===== src/rtl/wb_port_arbiter_if.sv =====
// Request and write-port signals of the three-way write-back arbiter.
// The slave modport is the arbiter side; the master modport drives requests and observes the write port.
interface wb_port_arbiter_if #(
    parameter int Size     = 64,
    parameter int AddrSize = 5
);
    logic                  stall_i;
    logic [2:0]            valid_i;
    logic [3*AddrSize-1:0] addr_i;
    logic [3*Size-1:0]     data_i;
    logic [2:0]            ready_o;
    logic                  we_o;
    logic [AddrSize-1:0]   waddr_o;
    logic [Size-1:0]       wdata_o;
    logic [1:0]            ptr_o;

    modport slave (
        input  stall_i, valid_i, addr_i, data_i,
        output ready_o, we_o, waddr_o, wdata_o, ptr_o
    );

    modport master (
        output stall_i, valid_i, addr_i, data_i,
        input  ready_o, we_o, waddr_o, wdata_o, ptr_o
    );
endinterface


===== src/rtl/wb_port_arbiter.sv =====
// Round-robin arbiter that merges ALU, FPU and load-unit results onto one register-file write port.
// The grant is combinational; the selected write reaches the port one cycle later.
module wb_port_arbiter #(
    parameter int Size     = 64,
    parameter int AddrSize = 5,
    parameter int ZeroReg  = 1
) (
    input logic               clk,
    input logic               reset,
    wb_port_arbiter_if.slave  bus
);

    logic [1:0]          ptr_p1;
    logic [2:0]          grant_p0;
    logic                vld_p0;
    logic [AddrSize-1:0] addr_p0;
    logic [Size-1:0]     data_p0;
    logic [1:0]          next_ptr_p0;
    logic                we_p1;
    logic [AddrSize-1:0] waddr_p1;
    logic [Size-1:0]     wdata_p1;

    // Search order starts at the pointer and wraps; pointer value 3 never occurs.
    function automatic logic [2:0] rr_pick(input logic [2:0] v, input logic [1:0] p);
        logic [1:0] o0, o1, o2;
        logic [2:0] g;
        g = '0;
        case (p)
            2'd1:    begin o0 = 2'd1; o1 = 2'd2; o2 = 2'd0; end
            2'd2:    begin o0 = 2'd2; o1 = 2'd0; o2 = 2'd1; end
            default: begin o0 = 2'd0; o1 = 2'd1; o2 = 2'd2; end
        endcase
        if (v[o0])      g[o0] = 1'b1;
        else if (v[o1]) g[o1] = 1'b1;
        else if (v[o2]) g[o2] = 1'b1;
        return g;
    endfunction

    function automatic logic is_write(input logic [AddrSize-1:0] a);
        return !((ZeroReg != 0) && (a == '0));
    endfunction

    // Stage p0: grant and operand select
    always_comb begin
        grant_p0 = '0;
        if (!reset && !bus.stall_i) begin
            grant_p0 = rr_pick(bus.valid_i, ptr_p1);
        end
    end

    assign vld_p0 = |grant_p0;

    always_comb begin
        addr_p0     = bus.addr_i[0 +: AddrSize];
        data_p0     = bus.data_i[0 +: Size];
        next_ptr_p0 = 2'd1;
        if (grant_p0[1]) begin
            addr_p0     = bus.addr_i[AddrSize +: AddrSize];
            data_p0     = bus.data_i[Size +: Size];
            next_ptr_p0 = 2'd2;
        end else if (grant_p0[2]) begin
            addr_p0     = bus.addr_i[2*AddrSize +: AddrSize];
            data_p0     = bus.data_i[2*Size +: Size];
            next_ptr_p0 = 2'd0;
        end
    end

    // Stage p1: registered write port and priority pointer
    always_ff @(posedge clk) begin
        if (reset) begin
            ptr_p1   <= 2'd0;
            we_p1    <= 1'b0;
            waddr_p1 <= '0;
            wdata_p1 <= '0;
        end else begin
            we_p1 <= vld_p0 && is_write(addr_p0);
            if (vld_p0) begin
                ptr_p1   <= next_ptr_p0;
                waddr_p1 <= addr_p0;
                wdata_p1 <= data_p0;
            end
        end
    end

    assign bus.ready_o = grant_p0;
    assign bus.we_o    = we_p1;
    assign bus.waddr_o = waddr_p1;
    assign bus.wdata_o = wdata_p1;
    assign bus.ptr_o   = ptr_p1;

endmodule


===== src/flat_wrapper.sv =====
// flat-port wrapper written by rule: the top's interface ports become plain ports
module wb_port_arbiter_flat 
#(
    parameter int Size     = 64,
    parameter int AddrSize = 5,
    parameter int ZeroReg  = 1
)
  (clk, reset, bus_stall_i, bus_valid_i, bus_addr_i, bus_data_i, bus_ready_o, bus_we_o, bus_waddr_o, bus_wdata_o, bus_ptr_o);
  wb_port_arbiter_if #(.Size(Size), .AddrSize(AddrSize)) bus_i ();
  input logic clk;
  input logic reset;
  input wire logic [$bits(bus_i.stall_i)-1:0] bus_stall_i;
  input wire logic [$bits(bus_i.valid_i)-1:0] bus_valid_i;
  input wire logic [$bits(bus_i.addr_i)-1:0] bus_addr_i;
  input wire logic [$bits(bus_i.data_i)-1:0] bus_data_i;
  output wire logic [$bits(bus_i.ready_o)-1:0] bus_ready_o;
  output wire logic [$bits(bus_i.we_o)-1:0] bus_we_o;
  output wire logic [$bits(bus_i.waddr_o)-1:0] bus_waddr_o;
  output wire logic [$bits(bus_i.wdata_o)-1:0] bus_wdata_o;
  output wire logic [$bits(bus_i.ptr_o)-1:0] bus_ptr_o;
  assign bus_i.stall_i = bus_stall_i;
  assign bus_i.valid_i = bus_valid_i;
  assign bus_i.addr_i = bus_addr_i;
  assign bus_i.data_i = bus_data_i;
  assign bus_ready_o = bus_i.ready_o;
  assign bus_we_o = bus_i.we_o;
  assign bus_waddr_o = bus_i.waddr_o;
  assign bus_wdata_o = bus_i.wdata_o;
  assign bus_ptr_o = bus_i.ptr_o;
  wb_port_arbiter #(.Size(Size), .AddrSize(AddrSize), .ZeroReg(ZeroReg)) u_core (.clk(clk), .reset(reset), .bus(bus_i));
endmodule

===== config.mk =====
export PLATFORM = sky130hd
export DESIGN_NAME = wb_port_arbiter_flat
export DESIGN_NICKNAME = d
export VERILOG_FILES = /design/src/rtl/wb_port_arbiter_if.sv /design/src/rtl/wb_port_arbiter.sv /design/src/flat_wrapper.sv
export SDC_FILE = /design/constraint.sdc
export NUM_CORES = 1
export LEC_CHECK = 0
export ABC_AREA = 1
export CAP_MARGIN = 20
export CORE_MARGIN = 5
export CORE_UTILIZATION = 38
export DETAILED_ROUTE_END_ITERATION = 7
export HOLD_SLACK_MARGIN = 0.12
export PLACE_DENSITY = 0.92
export SETUP_SLACK_MARGIN = 0.3
export SLEW_MARGIN = 0
export SYNTH_ARGS = -nofsm -noshare
export SYNTH_HDL_FRONTEND = slang
export SYNTH_SLANG_ARGS = --single-unit

===== constraint.sdc =====
create_clock -name clk -period 4.92 [get_ports clk]
set_input_delay 0.984 -clock clk [delete_from_list [all_inputs] [get_ports clk]]
set_output_delay 0.984 -clock clk [all_outputs]
set_load 0.005 [all_outputs]

Word-level counts from Yosys, hierarchy flattened
Index checks and enable logic that the tools add are counted.
{"block": "totals", "wordCells": 50, "register_bits": 72, "out_inout_bits": 75}
{"block": "op_classes", "n_lt_le_gt_ge": 6, "n_eq_ne": 2, "n_reduce_logical": 10, "mux": 28}
{"cell": "2-to-1 mux 64 bit", "count": 2}
{"cell": "2-to-1 mux 3 bit", "count": 4}
{"cell": "one-hot mux 2 bit (2 select lines)", "count": 3}
{"cell": "2-to-1 mux 5 bit", "count": 2}
{"cell": "< comparator 2 x 3 -> 1 bit, second input constant", "count": 3}
{"cell": "2-to-1 mux 2 bit", "count": 4}
{"cell": "2-to-1 mux 1 bit", "count": 7}
{"cell": "binary-select mux 1 bit (select 2 bit)", "count": 3}
{"cell": "demux 1 bit (select 2 bit)", "count": 3}
{"cell": "greater-or-equal comparator 2 x 1 -> 1 bit, second input constant", "count": 3}
{"cell": "logical AND 1 bit", "count": 5}
{"cell": "zero test 5 bit", "count": 1}
{"cell": "zero test 1 bit", "count": 3}
{"cell": "OR reduction 3 bit", "count": 1}
{"cell": "== test 2 x 1 -> 1 bit, second input constant", "count": 1}
{"cell": "== test 2 bit, second input constant", "count": 1}

Longest topological paths before layout
Gate-level depths: netlist of the first run.
{"block": "depth", "word_depth": 16, "ltp_mapped": 17, "depth_no_buf": 15}

Worst setup path after synthesis of the first run
Ideal clock, no wire load.
{"block": "synth_timing", "path_kind": "input -> output", "startpoint": "in reset", "endpoint": "out bus_ready_o[2]", "path_buffers": 2, "required_time_ns": 3.936, "cell_stages": 6, "t_arrival_ns": 1.921, "path_slack_ns": 2.015, "cell_sequence": "or2_1 > a21oi_4 > nand2_8 > inv_4 > buf_6 > buf_4"}
{"block": "synth_via", "elab_chain_cells": 3}
{"item": "start: declaration", "line_no": "flat_wrapper.sv:11", "text": "input logic reset;"}
{"item": "zero test 1 bit", "line_no": "wb_port_arbiter.sv:46", "text": "if (!reset && !bus.stall_i) begin"}
{"item": "logical AND 1 bit", "line_no": "wb_port_arbiter.sv:46"}
{"item": "2-to-1 mux 3 bit", "line_no": "wb_port_arbiter.sv:46"}
{"item": "end: declaration", "line_no": "flat_wrapper.sv:16", "text": "output wire logic [$bits(bus_i.ready_o)-1:0] bus_ready_o;"}
Every way passes these cells.

Final worst setup path of the first run
{"block": "layout_timing", "startpoint": "in bus_valid_i[2]", "endpoint": "out bus_ready_o[1]"}
{"block": "layout_via", "elab_chain_cells": 6}
{"item": "start: declaration", "line_no": "flat_wrapper.sv:13", "text": "input wire logic [$bits(bus_i.valid_i)-1:0] bus_valid_i;"}
{"item": "binary-select mux 1 bit (select 2 bit)", "line_no": "wb_port_arbiter.sv:35", "text": "else if (v[o2]) g[o2] = 1'b1;"}
{"item": "2-to-1 mux 1 bit (implied by the code)", "line_no": "wb_port_arbiter.sv:35"}
{"item": "2-to-1 mux 3 bit", "line_no": "wb_port_arbiter.sv:35"}
{"item": "2-to-1 mux 3 bit", "line_no": "wb_port_arbiter.sv:34", "text": "else if (v[o1]) g[o1] = 1'b1;"}
{"item": "2-to-1 mux 3 bit (*)", "line_no": "wb_port_arbiter.sv:33", "text": "if (v[o0]) g[o0] = 1'b1;"}
{"item": "2-to-1 mux 3 bit (*)", "line_no": "wb_port_arbiter.sv:46"}
Mark *: on every way between the ends. The rest lies on a longest branch, timed or not. The select of a mux whose other input is x is not followed.

==> results of run 1 <==
## cell usage after synthesis, types with 2 or more instances
cell	n	area, um^2
nand4_1	2	12.51
o21ai_1	44	220.2
buf_6	10	112.6
inv_2	5	18.77
dfxtp_1	72	1441
nand3_1	138	690.7
a21oi_1	4	20.02
buf_4	5	37.54
ha_1	2	25.02
nor2_1	7	26.28
and2_1	2	12.51
nand2_1	176	660.6
o21ai_0	63	315.3
buf_2	18	90.09
o211ai_1	16	120.1
clkbuf_1	15	56.30
inv_1	14	52.55
nand3_2	9	90.09
## area by class of cell
class | count | area [um^2] | share of cell area
inverter | 20 | 77.57 | 0.01086
clock buffer | 11 | 131.4 | 0.01839
tap | 140 | 175.2 | 0.02451
sequential | 72 | 1441 | 0.2017
timing repair buffer | 296 | 2953 | 0.4132
multi-input combinational | 473 | 2310 | 0.3232
clock inverter | 5 | 57.56 | 0.008055
## critical path: cells and delay by family
kind,cells,cell delay [ns]
AOI/OAI and AO/OA,2,0.45
and+or+nand+nor,2,0.19
buffers and inverters,4,1.21
## where the power goes
part	leakage, nW	switching (W)	internal, W
clock network	0.0973	0.000222	0.000235
logic	2.27	0.000335	0.000459
registers	0.595	0.0000632	0.000701
total	2.96	0.000620	0.00139
## layer usage
layer / wire, um / GRT usage
met4: 571 / 0.1013
met2: 7905 / 0.4149
met5: 0 / 0
met3: 1728 / 0.07188
met1: 5866 / 0.2525
## sequential cells by signal (all words and copies together), names as in the netlist
register	cells
u_core.bus.wdata_o	64
u_core.bus.waddr_o	5
u_core.bus.we_o	1
u_core.bus.ptr_o	2
## cells by family after synthesis
kind of cell	count (synthesis)	share of synthesized area
and+or+nand+nor	340	0.3779
AOI/OAI and AO/OA	131	0.1736
DFF	72	0.3491
buffers and inverters	70	0.09334
adders and majority gates	2	0.006060
## stage by stage
step	setup WS [ns]	instances	instance area (um^2)	power [W]	utilization
finish	1.101	1017	7146	0.002015	0.6650
global route	0.9538	1017	7146	0.002139	0.6650
CTS	1.105	1017	7146	0.002036	0.6650
detailed placement	1.107	1001	6957	0.001577	0.6474
global placement	1.155	1001	6957	0.001556	0.6474
floorplan	2.015	615	4129	0.001088	-
## path summary, 6_finish.rpt
kind / from / endpoint / cells past startpoint
max: bus_valid_i[2] / bus_ready_o[1] / 8
min: u_core.bus.wdata_o[63] / u_core.bus.wdata_o[63] / 2
max reg2reg: u_core.bus.ptr_o[0] / u_core.bus.wdata_o[32] / 15
min reg2reg: u_core.bus.wdata_o[63] / u_core.bus.wdata_o[63] / 2
==> impl_metrics.py, run 1 <==
metrics = {
    "outcome": {
        "status": "completed",
    },
    "floorplanning": {
        "core_area_um2": 10750,
        "die_w_um": 114.2,
        "dieArea_um2": 13050,
        "start_util": 0.3843,
        "rows": 38,
        "die_height_um": 114.2,
        "ios": 288,
    },
    "cells_and_area": {
        "final_cell_mix": "clkdlybuf4s50_1, nand2_1, nand3_1, dfxtp_1, o21ai_0",
        "nNetsFinal": 1087,
        "diodes": 0,
        "layout_commonest_cell": "clkdlybuf4s50_1",
        "drive_gt1_frac": 0.05245,
        "fillers": 933,
        "area_growth_pct": 73.06,
    },
    "pwr": {
        "powerDensity_nw_per_um2": 282.0,
        "worst_ir_drop_vdd_mv": 0.1579,
        "p_leak_nw": 2.963,
    },
    "cts": {
        "cts.sinks": 72,
        "cts_hold_buffers": 0,
        "post_cts_resize_count": 0,
        "insertion_delay_ns": 0.33,
        "clkTransAtPathRegs_ns": 0.08,
        "post-cts-setup-buffers": 0,
        "cts_made_buffers": 9,
        "root_buffer": "clkbuf_8",
        "htree_levels": 3,
        "clk_path_buf_depth": 2,
        "cts_tree": "yes",
    },
    "yosys": {
        "synth_edf_count": 0,
        "synthFlopType": "dfxtp_1",
        "async_reset_ff_frac": 0,
        "avgSynthCellArea_um2": 6.714,
        "yosysSeqAreaShare": 0.3491,
        "synth_cell_type_count": 31,
        "ys_ff_latch": 72,
        "syn_nets": 830,
        "synthCells": 615,
        "ys_warn_count": 0,
        "netlist_area_um2": 4129,
    },
    "sta": {
        "tns_ns": 0,
        "final-hold-violation-count": 0,
        "max-slew-margin-rel": 0.4868,
        "period_needed_ns": 3.819,
        "grt_setup_unrepaired": "no",
        "post-route-period-util": 0.7762,
        "fmax_mhz": 261.9,
        "holdWs_ns": 0.4717,
        "skew_ns": 0.01403,
        "worst_slew_pin_slew_ns": 0.7698,
        "setup_violations": 0,
        "slew_viol_final": 0,
    },
    "setup_path": {
        "path_cells": "clkdlybuf4s50_1 -> inv_1 -> o21ai_1 -> nand2_1 -> nand2_1 -> inv_2 -> a21oi_2 -> clkdlybuf4s50_1",
        "cp.arrival_ns": 2.83,
        "reg2reg_setup_slack_ns": 1.75,
        "slowest_stage": "clkdlybuf4s50_1",
        "crit_path_start_kind": "input port",
        "slowest_delay_ns": 0.57,
        "path_class": "input port to primary output",
        "end_kind": "primary output",
        "critPathMaxFanout": 4,
        "cp.required_ns": 3.94,
    },
    "route": {
        "drc_errors": 0,
        "drt_iter0_drc": 317,
        "wl_per_cell_um": 15.80,
        "vias": 5191,
        "ant_nets": 0,
        "vias_per_cell": 5.104,
        "firstDrtPassIters": 4,
        "postRouteWirelength_um": 16070,
    },
    "min_path": {
        "hold_path.class": "register to register",
    },
    "place": {
        "port_buffers": 287,
        "dp_hpwl_um": 12510,
        "gp_routability_congestion": 0.9316,
    },
    "job": {
        "maxCapViolCount": 0,
    },
    "grt": {
        "antenna_found_initial": 0,
        "track_usage": 0.2325,
        "grt_pass1_wl_um": 24390,
        "grt_pass1_vias": 5026,
        "grt_max_degree": 86,
        "grt.overflow.total": 0,
    },
}
Note: power is estimated with default switching activity, not from simulation.
==> inputs of run 2 (changes only) <==
- CORE_UTILIZATION: 38 -> 36
- PLACE_DENSITY: 0.92 -> 0.88
- clock period: 4.92 -> 3.9 ns (I/O delays scaled with it)
==> run 2 against run 1 <==
Net effect:
- count of clock-buffer cells in the layout stayed put
- critical path depth did not move
- die area up 5.1%
- final cell count rose by 0.39%
- combinational power grew 27%
- hold slack worse by 0.0057 ns
- sequential cell count is the same
- wire length decreased by 1.0%
- via count down 1.0%
- critical endpoint unchanged
==> impl_metrics.py, run 2 (synthesized netlist as in run 1, its figures left out) <==
metrics = {
    "route": {
        "drc_errors": 0,
        "vias_per_cell": 5.032,
        "vias": 5138,
        "wl_per_cell_um": 15.58,
        "drt_iter0_drc": 234,
        "postRouteWirelength_um": 15910,
        "firstDrtPassIters": 4,
        "ant_nets": 0,
    },
    "setup_path": {
        "end_kind": "primary output",
        "crit_path_start_kind": "input port",
        "cp.arrival_ns": 2.67,
        "cp.required_ns": 3.12,
        "path_class": "input port to primary output",
        "critPathMaxFanout": 4,
    },
    "cells_and_area": {
        "layout_commonest_cell": "clkdlybuf4s50_1",
        "final_cell_mix": "clkdlybuf4s50_1, nand2_1, nand3_1, dfxtp_1, o21ai_0",
        "diodes": 0,
        "drive_gt1_frac": 0.05467,
        "largest_register_ffs": 64,
        "fillers": 968,
        "nNetsFinal": 1089,
        "area_growth_pct": 76.21,
    },
    "cts": {
        "clk_path_buf_depth": 2,
        "root_buffer": "clkbuf_16",
        "insertion_delay_ns": 0.32,
        "clkTransAtPathRegs_ns": 0.05,
        "htree_levels": 3,
        "post_cts_resize_count": 0,
        "cts_tree": "yes",
        "cts_made_buffers": 9,
        "cts_hold_buffers": 0,
        "post-cts-setup-buffers": 0,
        "cts.sinks": 72,
    },
    "floorplanning": {
        "die_w_um": 117.1,
        "dieArea_um2": 13710,
        "rows": 39,
        "die_height_um": 117.1,
        "core_area_um2": 11320,
        "start_util": 0.3647,
        "ios": 288,
    },
    "pwr": {
        "worst_ir_drop_vdd_mv": 0.1997,
        "pwr-share-comb": 0.363,
        "power.total_w": 0.002772,
        "clockPowerShare": 0.288,
        "powerDensity_nw_per_um2": 381.0,
        "p_leak_nw": 3.025,
        "seq_power_share": 0.348,
        "swShare": 0.2870,
        "intPower_w": 0.001977,
        "p_switching_w": 0.0007956,
    },
    "sta": {
        "slew_viol_final": 0,
        "post-route-period-util": 0.8841,
        "tns_ns": 0,
        "worst_slew_pin_slew_ns": 0.7267,
        "fmax_mhz": 290.0,
        "max-slew-margin-rel": 0.5150,
        "skew_ns": 0.007016,
        "grt_setup_unrepaired": "no",
        "final-hold-violation-count": 0,
        "setup_violations": 0,
        "period_needed_ns": 3.448,
    },
    "place": {
        "gp_routability_congestion": 0.7829,
        "dp_hpwl_um": 12290,
        "port_buffers": 287,
    },
    "grt": {
        "track_usage": 0.2091,
        "antenna_found_initial": 0,
        "grt_pass1_vias": 4619,
        "grt.overflow.total": 0,
        "grt_max_degree": 66,
        "grt_pass1_wl_um": 22650,
    },
    "job": {
        "maxCapViolCount": 0,
    },
    "outcome": {
        "status": "completed",
    },
    "min_path": {
        "hold_path.class": "register to register",
    },
}
[run 2: power by group through the flow]
| stage | clock network (W) | registers [W] | logic, W |
|---|---|---|---|
| floorplan | 0 | 0.000987 | 0.000385 |
| global placement | 0 | 0.000973 | 0.00100 |
| detailed placement | 0 | 0.000981 | 0.00102 |
| CTS | 0.000817 | 0.000966 | 0.00102 |
| global route | 0.000845 | 0.000983 | 0.00110 |
| finish | 0.000799 | 0.000966 | 0.00101 |
[run 2: final timing paths]
check / slack [ns] / cells past startpoint / start / to
max: 0.45 / 8 / bus_valid_i[2] / bus_ready_o[1]
min: 0.47 / 2 / u_core.bus.wdata_o[58] / u_core.bus.wdata_o[58]
max reg2reg: 1.01 / 15 / u_core.bus.ptr_o[0] / u_core.bus.wdata_o[4]
min reg2reg: 0.47 / 2 / u_core.bus.wdata_o[58] / u_core.bus.wdata_o[58]
[run 2: per-stage QoR]
stage | hold slack [ns] | utilization | area (um^2) | setup slack, ns | std cells
2_1_floorplan | 0.4630 | - | 4129 | 1.403 | 615
3_3_place_gp | 0.4545 | 0.6173 | 6988 | 0.4846 | 1006
3_5_place_dp | 0.4593 | 0.6173 | 6988 | 0.4368 | 1006
4_1_cts | 0.4688 | 0.6427 | 7276 | 0.4512 | 1021
5_1_grt | 0.4816 | 0.6427 | 7276 | 0.3185 | 1021
6_report | 0.4660 | 0.6427 | 7276 | 0.4521 | 1021
[run 2: per-layer routing]
layer | GRT usage | vias up | part of all wire | routed length (um)
met5 | 0 | - | 0 | 0
met4 | 0.06498 | 0 | 0.017 | 276
met3 | 0.06992 | 20 | 0.11 | 1824
met2 | 0.3860 | 214 | 0.49 | 7863
met1 | 0.2245 | 2295 | 0.37 | 5941
li1 | - | 2609 | - | -
[run 2: critical path, cell delays in order]
cell	delay, ns
clkdlybuf4s50_1	0.55
inv_1	0.08
o21ai_1	0.15
nand2_1	0.12
nand2_1	0.09
inv_2	0.04
a21oi_2	0.28
clkdlybuf4s50_1	0.57
[run 2: area by class of cell]
type,instances,area (um^2),share of cell area
timing repair buffer,298,2980,0.4096
multi-input combinational,473,2310,0.3175
sequential,72,1441,0.1981
clock buffer,11,242.7,0.03336
tap,143,178.9,0.02459
inverter,20,77.57,0.01066
clock inverter,4,45.04,0.006191
